$ cat config.mk
export PLATFORM = sky130hd
export DESIGN_NAME = gate_truth_sequencer
export DESIGN_NICKNAME = d
export VERILOG_FILES = /design/src/rtl/gate_truth_sequencer.sv
export SDC_FILE = /design/constraint.sdc
export NUM_CORES = 1
export LEC_CHECK = 0
export ABC_AREA = 1
export CAP_MARGIN = 20
export CORE_MARGIN = 2
export CORE_UTILIZATION = 36
export CTS_CLUSTER_DIAMETER = 40
export DETAILED_ROUTE_END_ITERATION = 16
export GPL_TIMING_DRIVEN = 0
export PLACE_DENSITY = 0.69
export RECOVER_POWER = 100
export SYNTH_ARGS = -nofsm -noshare
export SYNTH_HDL_FRONTEND = slang
export SYNTH_SLANG_ARGS = --single-unit
$ cat constraint.sdc
create_clock -name clk -period 1.35 [get_ports clk]
set_input_delay 0.135 -clock clk [delete_from_list [all_inputs] [get_ports clk]]
set_output_delay 0.135 -clock clk [all_outputs]
set_load 0.1 [all_outputs]
$ cat src/rtl/gate_truth_sequencer.sv
// gate_truth_sequencer: sweeps every input vector of a gate under test and checks y against a truth table
module gate_truth_sequencer #(
  parameter int N_IN = 2,
  parameter logic [(1<<N_IN)-1:0] EXPECTED = 4'b1110,
  parameter int SETTLE = 1
) (
  input  logic            clk,
  input  logic            rst,
  input  logic            start,
  input  logic            y,
  output logic [N_IN-1:0] vec,
  output logic            busy,
  output logic            done,
  output logic            pass,
  output logic [N_IN:0]   err_count,
  output logic [N_IN-1:0] first_fail,
  output logic            first_fail_valid
);
  typedef enum logic [1:0] {S_IDLE, S_SETTLE, S_SAMPLE, S_DONE} state_t;
  localparam logic [3:0] SET = 4'(SETTLE);
  state_t state, next;
  logic [3:0] cnt;
  logic mismatch, last;
  // next-state decode plus status flags derived from the current state
  always_comb begin
    next = state;
    mismatch = (state == S_SAMPLE) && (y != EXPECTED[vec]);
    last = &vec;
    busy = (state == S_SETTLE) || (state == S_SAMPLE);
    done = state == S_DONE;
    case (state)
      S_IDLE:   next = start ? S_SETTLE : S_IDLE;
      S_SETTLE: next = (cnt == 4'd1) ? S_SAMPLE : S_SETTLE;
      S_SAMPLE: next = last ? S_DONE : S_SETTLE;
      default:  next = S_IDLE;
    endcase
  end
  // state register with vector walk, settle timer and mismatch bookkeeping
  always_ff @(posedge clk) begin
    if (rst) begin
      state <= S_IDLE;
      vec <= '0;
      cnt <= '0;
      pass <= 1'b0;
      err_count <= '0;
      first_fail <= '0;
      first_fail_valid <= 1'b0;
    end else begin
      state <= next;
      case (state)
        S_IDLE: if (start) begin
          vec <= '0;
          cnt <= SET;
          pass <= 1'b0;
          err_count <= '0;
          first_fail <= '0;
          first_fail_valid <= 1'b0;
        end
        S_SETTLE: cnt <= cnt - 4'd1;
        S_SAMPLE: begin
          if (mismatch) begin
            err_count <= err_count + (N_IN+1)'(1);
            if (!first_fail_valid) begin
              first_fail <= vec;
              first_fail_valid <= 1'b1;
            end
          end
          if (last) pass <= (err_count == '0) && !mismatch;
          else begin
            vec <= vec + N_IN'(1);
            cnt <= SET;
          end
        end
        default: ;
      endcase
    end
  end
endmodule

==> results.py, run 1 <==
metrics = {
    "global_routing": {
        "grt_pass1_wl_um": 2820,
        "grt_overflow": 0,
        "grt_antenna_before_repair": 0,
        "grt_usage": 0.136,
        "first_global_vias": 705,
        "grt_start_max_net_pins": 11,
    },
    "floorplan": {
        "die_y_um": 53.5,
        "dieArea_um2": 2860,
        "core_area_um2": 2250,
        "num_rows": 17,
        "start_util": 0.391,
        "chipWidth_um": 53.5,
        "io_pins": 15,
    },
    "yosys": {
        "synth_seq_area_share": 0.341,
        "synth_cells": 121,
        "synth_area_um2": 881,
        "synth_cell_types": 18,
        "ys_ff_latch": 15,
        "avgSynthCellArea_um2": 7.28,
        "synth_fp_nets": 135,
        "yosys_warnings": 0,
    },
    "power": {
        "p_per_area_nw_per_um2": 896,
        "p_leak_nw": 0.553,
        "vdd_drop_max_v": 0.000732,
        "p_clk_frac": 0.242,
        "p_switching_mw": 0.373,
        "comb_power_share": 0.311,
        "internal_power_mw": 0.702,
        "pwr-share-seq": 0.447,
        "swShare": 0.347,
    },
    "timing": {
        "hold_viol": 0,
        "final.hold.worst_slack_ns": 0.110,
        "rsz0062_at_grt": "yes",
        "setup_violations": 0,
        "fmax_mhz": 764,
        "period_minus_slack_ns": 1.31,
        "worstMarginPinSlew_ns": 0.513,
        "relSlewSlack": 0.661,
        "finalMaxSlewViolations": 0,
        "post-route-period-util": 0.970,
        "final.setup.tns_ns": 0,
        "fin_skew_ns": 0.00620,
    },
    "layout": {
        "diodes": 0,
        "syn_to_final_growth_pct": 36.2,
        "nets": 158,
        "drive_gt1_frac": 0.378,
        "final.fill_count": 233,
        "final-seq-area_um2": 318,
        "multi_input_area_um2": 569,
    },
    "route": {
        "ant_nets": 0,
        "drt-wirelength-per-cell_um": 10.7,
        "first_pass_iters": 4,
        "drt_wl_total_um": 1830,
        "drt-initial-drc-count": 6,
        "drc_errors": 0,
        "num_vias": 809,
        "viasPerCell": 4.73,
    },
    "critical_path": {
        "reg2regPathDepth": 9,
        "max_stage_delay_ns": 0.40,
        "path_max_fanout": 6,
        "start_kind": "flop",
        "path_class": "flop to flop",
        "worstPathArrival_ns": 1.49,
        "regToRegSetupSlack_ns": 0.04,
        "critical_path.cell_chain": "inv_4 > ha_4 > inv_2 > nor2_2 > nor2_4 > buf_6 > nand3_1 > nand2_1 > nor2_1",
        "crit_path_end_kind": "flop",
        "crit_path_top_delay_cell": "dfxtp_4",
        "crit_required_ns": 1.53,
    },
    "cts": {
        "cts_buffers": 3,
        "h-tree-depth": 1,
        "hold_buffers": 0,
        "clk_pin_slew_ns": 0.10,
        "cts_tree": "done",
        "clockBufferDepth": 2,
        "clk_latency_ns": 0.29,
        "clkSinkCount": 15,
        "cts_root_buf": "clkbuf_4",
    },
    "hold_path": {
        "holdPathStages": 2,
        "hp-class": "input pin to flop",
    },
    "placed_design": {
        "io_buffers": 13,
        "place_congestion": 0.742,
        "dpl.hpwl_um": 1280,
    },
    "outcome": {
        "status": "complete, no violations",
    },
    "run": {
        "cap_viol_max_count": 0,
    },
}
[worst paths after layout]
check / from / to
setup / recovery: state[1]$_SDFF_PP0_ / cnt[2]$_SDFFE_PP0P_
hold / removal: rst / vec[1]$_SDFFE_PP0P_
setup reg to reg: state[1]$_SDFF_PP0_ / cnt[2]$_SDFFE_PP0P_
hold reg to reg: first_fail[1]$_SDFFE_PP0P_ / first_fail[1]$_SDFFE_PP0P_
[kinds of logic after synthesis]
kind of cell / Yosys count / share of synthesized area
adders and majority gates: 10 / 0.142
AOI/OAI and AO/OA: 17 / 0.101
buffers and inverters: 21 / 0.0994
DFF: 15 / 0.341
and+or+nand+nor: 57 / 0.307
xor gates and xnor gates: 1 / 0.00994
[flip-flops by register name, summed over array words and instances, names as in the netlist]
signal	cells
state	2
first_fail	2
pass	1
first_fail_valid	1
err_count	3
cnt	4
vec	2
[area by class of cell]
class	instances	share of cell area
clock inverters	1	0.00417
repair buffers	18	0.129
plain buffers	2	0.0136
multi-input cells	85	0.474
inverters	19	0.0657
clock buffers	3	0.0188
well taps	28	0.0292
flip-flops and latches	15	0.265
[timing repair]
item,CTS,global route
buffers inserted,3,2
endpoints found under the setup margin,15,13
hold endpoints to repair,0,0
resized for setup,53,33
pin swaps,2,7
[power groups by stage]
stage	registers, mW	logic [mW]	clock network, mW
floorplan	0.495	0.197	0
global placement	0.488	0.244	0
detailed placement	0.489	0.250	0
CTS	0.477	0.284	0.274
global route	0.483	0.368	0.292
finish	0.481	0.334	0.261
[synth_stat cells]
| master | instances | area, um^2 |
|---|---|---|
| o21ai_0 | 3 | 15.0 |
| o21ai_2 | 1 | 8.76 |
| nand4_1 | 6 | 37.5 |
| nand2_2 | 5 | 31.3 |
| nor2_1 | 10 | 37.5 |
| nand3_1 | 5 | 25.0 |
| nand2_4 | 1 | 11.3 |
| xor2_1 | 1 | 8.76 |
| ha_1 | 10 | 125 |
| a21oi_1 | 13 | 65.1 |
| nor2_4 | 1 | 11.3 |
| nand3_2 | 1 | 10.0 |
| dfxtp_1 | 15 | 300 |
| buf_2 | 1 | 5.00 |
| buf_6 | 1 | 11.3 |
| inv_1 | 19 | 71.3 |
| nand2_1 | 27 | 101 |
| nor3_1 | 1 | 5.00 |
[critical path: cells and delay by family (launching register included)]
| kind | cells | cell delay [ns] |
|---|---|---|
| AND/OR/NAND/NOR | 5 | 0.42 |
| flip-flops | 1 | 0.40 |
| buffers and inverters | 3 | 0.24 |
| adder cells (fa/ha/maj) | 1 | 0.15 |
[layout by cell type (no fill, tap or decap), drive strengths merged]
cell type and count:
nor2 11, nor3 1, dfxtp 15, inv 19, ha 10, buf 16
clkinv 1, a21oi 13, clkdlybuf4s18 2, xor2 1, nand3 6, clkdlybuf4s50 2
nand4 6, o21ai 4, nand2 33, clkbuf 3
[metal layers]
| layer | GRT usage | routed length (um) |
|---|---|---|
| met1 | 0.149 | 774 |
| met2 | 0.235 | 916 |
| met3 | 0.0593 | 125 |
| met4 | 0.0385 | 13 |
| met5 | 0 | 0 |
[through the flow]
stage	area, um^2	worst slack (ns)	total power [mW]	instances	util
CTS	1130	-0.0447	1.03	169	0.502
global placement	1080	-0.685	0.732	162	0.477
detailed placement	1080	-0.704	0.739	162	0.477
floorplan	911	-0.0237	0.692	121	-
finish	1200	0.0407	1.08	171	0.532
global route	1200	-0.0523	1.14	171	0.532
Note: power is estimated with default switching activity, not from simulation.
==> run 2: changes to the inputs <==
- CORE_ASPECT_RATIO: unset -> 1.75
==> results.py, run 2 (synthesis gave the netlist of run 1 again) <==
metrics = {
    "hold_path": {
        "holdPathStages": 2,
        "min_to": "err_count[0]$_SDFFE_PP0P_",
        "min_from": "rst",
        "hp-class": "input pin to flop",
    },
    "layout": {
        "largest_register_ffs": 4,
        "drive_gt1_frac": 0.340,
        "nets": 156,
        "final_cell_mix": "nand2_1 (26), inv_1 (14), a21oi_1 (13)",
        "diodes": 0,
        "utilization": 0.532,
        "syn_to_final_growth_pct": 39.1,
        "final_common_cell": "nand2_1",
        "largest-register": "cnt",
        "top_regs": "cnt (4), err_count (3)",
    },
    "cts": {
        "cts_buffers": 3,
        "h-tree-depth": 1,
        "cts_tree": "done",
        "clockBufferDepth": 2,
        "clk_latency_ns": 0.25,
        "clkSinkCount": 15,
        "hold_buffers": 0,
        "clk_pin_slew_ns": 0.06,
        "cts_root_buf": "clkbuf_8",
    },
    "power": {
        "power_mw": 1.16,
        "p_leak_nw": 0.526,
        "vdd_drop_max_v": 0.000658,
        "p_per_area_nw_per_um2": 945,
    },
    "global_routing": {
        "grt_start_max_net_pins": 11,
        "first_global_vias": 749,
        "grt_pass1_wl_um": 2970,
        "grt_antenna_before_repair": 0,
        "grt_overflow": 0,
        "grt_usage": 0.152,
    },
    "critical_path": {
        "critical_path.cell_chain": "inv_4 > ha_4 > nand2_4 > nand2_4 > nor2_4 > buf_4 > nand2_1 > o21ai_0 > nor2_1",
        "rr_endpoint": "cnt[1]$_SDFFE_PP0P_",
        "startpoint": "state[0]$_SDFF_PP0_",
        "start_kind": "flop",
        "path_max_fanout": 6,
        "cpMostUsedCell": "nand2_4",
        "crit_path_end_kind": "flop",
        "path_class": "flop to flop",
        "regToRegSetupSlack_ns": 0.04,
        "worstPathArrival_ns": 1.45,
        "reg2regPathDepth": 9,
        "max_stage_delay_ns": 0.38,
        "r2r-start": "state[0]$_SDFF_PP0_",
        "crit_path_top_delay_cell": "dfxtp_4",
        "crit_required_ns": 1.49,
    },
    "placed_design": {
        "io_buffers": 13,
        "dpl.hpwl_um": 1440,
        "place_congestion": 0.782,
    },
    "run": {
        "cap_viol_max_count": 0,
    },
    "outcome": {
        "status": "complete, no violations",
    },
    "timing": {
        "hold_viol": 0,
        "fin_skew_ns": 0.00249,
        "rsz0062_at_grt": "yes",
        "setup_violations": 0,
        "relSlewSlack": 0.636,
        "worstMarginPinSlew_ns": 0.549,
        "period_minus_slack_ns": 1.31,
        "fmax_mhz": 763,
        "finalMaxSlewViolations": 0,
        "post-route-period-util": 0.971,
    },
    "floorplan": {
        "die_y_um": 69.4,
        "io_pins": 15,
        "chipWidth_um": 41.4,
        "num_rows": 23,
        "dieArea_um2": 2870,
        "start_util": 0.383,
        "core_area_um2": 2300,
    },
    "route": {
        "ant_nets": 0,
        "first_pass_iters": 2,
        "num_vias": 833,
        "drt-wirelength-per-cell_um": 11.3,
        "drt_wl_total_um": 1870,
        "drt-initial-drc-count": 11,
        "viasPerCell": 5.02,
        "drc_errors": 0,
    },
}
[run 2: cell count changes in the layout (fill, tap and decap cells not counted), moves of 2 or more]
cell and change:
clkdlybuf4s18_2 -2, buf_2 -7, clkdlybuf4s15_2 +9, buf_6 -3, clkbuf_8 +3, clkbuf_4 -2
nand2_1 +2
[run 2: timing repair]
| action | CTS | global route |
|---|---|---|
| setup buffers | 2 | 1 |
| resized for setup | 52 | 10 |
| endpoints found under the setup margin | 17 | 6 |
| pin swaps | 2 | 6 |
[run 2: stage by stage]
stage	cells	setup WS, ns	hold WS [ns]	TNS (ns)	instance area [um^2]
2_1_floorplan	121	-0.0237	0.360	-0.0815	911
3_3_place_gp	159	-0.683	0.421	-3.52	1070
3_5_place_dp	159	-0.718	0.428	-3.82	1070
4_1_cts	165	-0.00436	0.160	-0.00436	1190
5_1_grt	166	-0.0262	0.164	-0.0419	1220
6_report	166	0.0395	0.169	0	1220
[run 2: layer usage]
layer,vias to the layer above,part of all wire,GRT usage
li1,425,-,-
met1,392,0.37,0.139
met2,11,0.58,0.262
met3,5,0.019,0.0192
met4,0,0.036,0.118
met5,-,0,0
[run 2: final cells by class]
class,count,area [um^2]
buffer,2,16.3
multi-input combinational,85,561
clock buffer,4,45.0
fill,235,1080
timing repair buffer,16,175
tap,25,31.3
inverter,19,76.3
sequential,15,320
[run 2: worst max-delay path: cells and delay by family, from the launching register on]
family                     cells  cell delay [ns]
DFF                            1             0.38
and+or+nand+nor                5             0.38
buffers and inverters          2             0.19
adders and majority gates      1             0.18
AOI/OAI and AO/OA              1             0.07
[run 2: worst max path at each step]
| stage | to |
|---|---|
| after floorplan | err_count[2]$_SDFFE_PP0P_ |
| after detailed placement | busy |
| after global placement | busy |
| after global routing | cnt[2]$_SDFFE_PP0P_ |
| after CTS | cnt[3]$_SDFFE_PP0P_ |
| final | cnt[1]$_SDFFE_PP0P_ |
[run 2: report_power, final]
part	switching [mW]	internal [mW]
clock network	0.152	0.209
logic	0.195	0.120
registers	0.0214	0.460
total	0.368	0.789
==> run 3: changes to the inputs <==
- SETUP_SLACK_MARGIN: unset -> 0.15
==> results.py, run 3 (synthesis gave the netlist of run 1 again) <==
metrics = {
    "global_routing": {
        "grt_pass1_wl_um": 3080,
        "grt_usage": 0.144,
        "first_global_vias": 783,
        "grt_start_max_net_pins": 11,
        "grt_antenna_before_repair": 0,
        "grt_overflow": 0,
    },
    "critical_path": {
        "crit_path_end_kind": "flop",
        "rr_endpoint": "cnt[3]$_SDFFE_PP0P_",
        "reg2regPathDepth": 8,
        "path_class": "flop to flop",
        "regToRegSetupSlack_ns": 0.07,
        "crit_required_ns": 1.49,
        "start_kind": "flop",
        "crit_family": "flip-flops",
        "crit_buf_inv": 3,
        "max_stage_delay_ns": 0.39,
        "r2r-start": "state[1]$_SDFF_PP0_",
        "path_max_fanout": 8,
        "worstPathArrival_ns": 1.42,
        "crit_path_top_delay_cell": "dfxtp_4",
        "critical_path.cell_chain": "inv_4 > ha_4 > inv_4 > nor2_4 > nor2_4 > inv_2 > o21ai_4 > nor2_1",
    },
    "floorplan": {
        "dieArea_um2": 2870,
        "chipWidth_um": 41.4,
        "die_y_um": 69.4,
        "start_util": 0.383,
        "num_rows": 23,
        "io_pins": 15,
        "core_area_um2": 2300,
    },
    "route": {
        "drt_wl_total_um": 1850,
        "viasPerCell": 4.91,
        "first_pass_iters": 4,
        "drc_errors": 0,
        "num_vias": 829,
        "drt-initial-drc-count": 12,
        "ant_nets": 0,
        "drt-wirelength-per-cell_um": 11.0,
    },
    "cts": {
        "hold_buffers": 0,
        "clockBufferDepth": 2,
        "clk_latency_ns": 0.25,
        "cts_tree": "done",
        "cts_buffers": 3,
        "cts_root_buf": "clkbuf_8",
        "clkSinkCount": 15,
        "clk_pin_slew_ns": 0.06,
        "h-tree-depth": 1,
    },
    "timing": {
        "post-route-period-util": 0.944,
        "fmax_mhz": 784,
        "hold_viol": 0,
        "relSlewSlack": 0.639,
        "setup_violations": 0,
        "rsz0062_at_grt": "yes",
        "worstMarginPinSlew_ns": 0.543,
        "final.setup.tns_ns": 0,
        "fin_skew_ns": 0.00243,
        "finalMaxSlewViolations": 0,
        "period_minus_slack_ns": 1.28,
    },
    "placed_design": {
        "post_dp_cell_area_um2": 1120,
        "dpl.hpwl_um": 1420,
        "io_buffers": 13,
        "place_congestion": 0.742,
    },
    "power": {
        "vdd_drop_max_v": 0.000710,
        "p_per_area_nw_per_um2": 924,
        "p_leak_nw": 0.553,
        "power_mw": 1.15,
    },
    "layout": {
        "utilization": 0.541,
        "stdcell_area_um2": 1250,
        "syn_to_final_growth_pct": 41.5,
        "drive_gt1_frac": 0.417,
        "top_regs": "cnt (4), err_count (3)",
        "diodes": 0,
        "final_cell_mix": "nand2_1 (23), inv_1 (11), a21oi_1 (11)",
        "largest_register_ffs": 4,
        "largest-register": "cnt",
        "nets": 159,
        "final_common_cell": "nand2_1",
    },
    "hold_path": {
        "min_from": "rst",
        "min_to": "err_count[1]$_SDFFE_PP0P_",
        "holdPathStages": 2,
        "hp-class": "input pin to flop",
    },
    "run": {
        "cap_viol_max_count": 0,
    },
    "outcome": {
        "status": "complete, no violations",
    },
}
-- run 3: repair_timing --
item,in CTS,in global routing
endpoints found under the setup margin,24,18
gates cloned,1,0
resized for setup,73,10
setup buffers,3,2
pin swaps,5,5
-- run 3: worst max path at each step --
stage / startpoint / end / cells past startpoint / slack [ns]
after floorplan: vec[0]$_SDFFE_PP0P_ / first_fail_valid$_SDFFE_PP0P_ / 7 / 0.07
after global placement: state[1]$_SDFF_PP0_ / busy / 3 / -0.62
after detailed placement: state[1]$_SDFF_PP0_ / busy / 3 / -0.65
after CTS: state[0]$_SDFF_PP0_ / cnt[2]$_SDFFE_PP0P_ / 8 / 0.02
after global routing: state[0]$_SDFF_PP0_ / cnt[3]$_SDFFE_PP0P_ / 8 / -0.01
final: state[1]$_SDFF_PP0_ / cnt[3]$_SDFFE_PP0P_ / 8 / 0.07
-- run 3: per-layer routing --
metal	track usage	share of wire
met1	0.160	0.40
met4	0.0430	0.0092
met2	0.257	0.56
met5	0	0
met3	0.0192	0.029
-- run 3: worst register-to-register path: stages (launching register included) --
cell and delay [ns]:
dfxtp_4 0.39, inv_4 0.05, ha_4 0.16, inv_4 0.06
nor2_4 0.04, nor2_4 0.19, inv_2 0.08, o21ai_4 0.14
nor2_1 0.06
-- run 3: area by class of cell --
| cell class | instances | area (um^2) |
|---|---|---|
| Buffer | 2 | 16.3 |
| Clock buffer | 4 | 45.0 |
| Fill cell | 216 | 1060 |
| Inverter | 19 | 83.8 |
| Multi-Input combinational cell | 86 | 614 |
| Sequential cell | 15 | 325 |
| Tap cell | 25 | 31.3 |
| Timing Repair Buffer | 18 | 130 |
-- run 3: power by group --
part	switching, mW	internal, mW
Clock	0.156	0.209
Sequential	0.0223	0.456
Combinational	0.195	0.113
-- run 3: through the flow --
stage / worst slack [ns] / instances / hold slack [ns]
floorplan: 0.0717 / 121 / 0.353
global placement: -0.623 / 159 / 0.421
detailed placement: -0.647 / 159 / 0.428
CTS: 0.0227 / 167 / 0.168
global route: -0.0118 / 169 / 0.186
finish: 0.0750 / 169 / 0.166
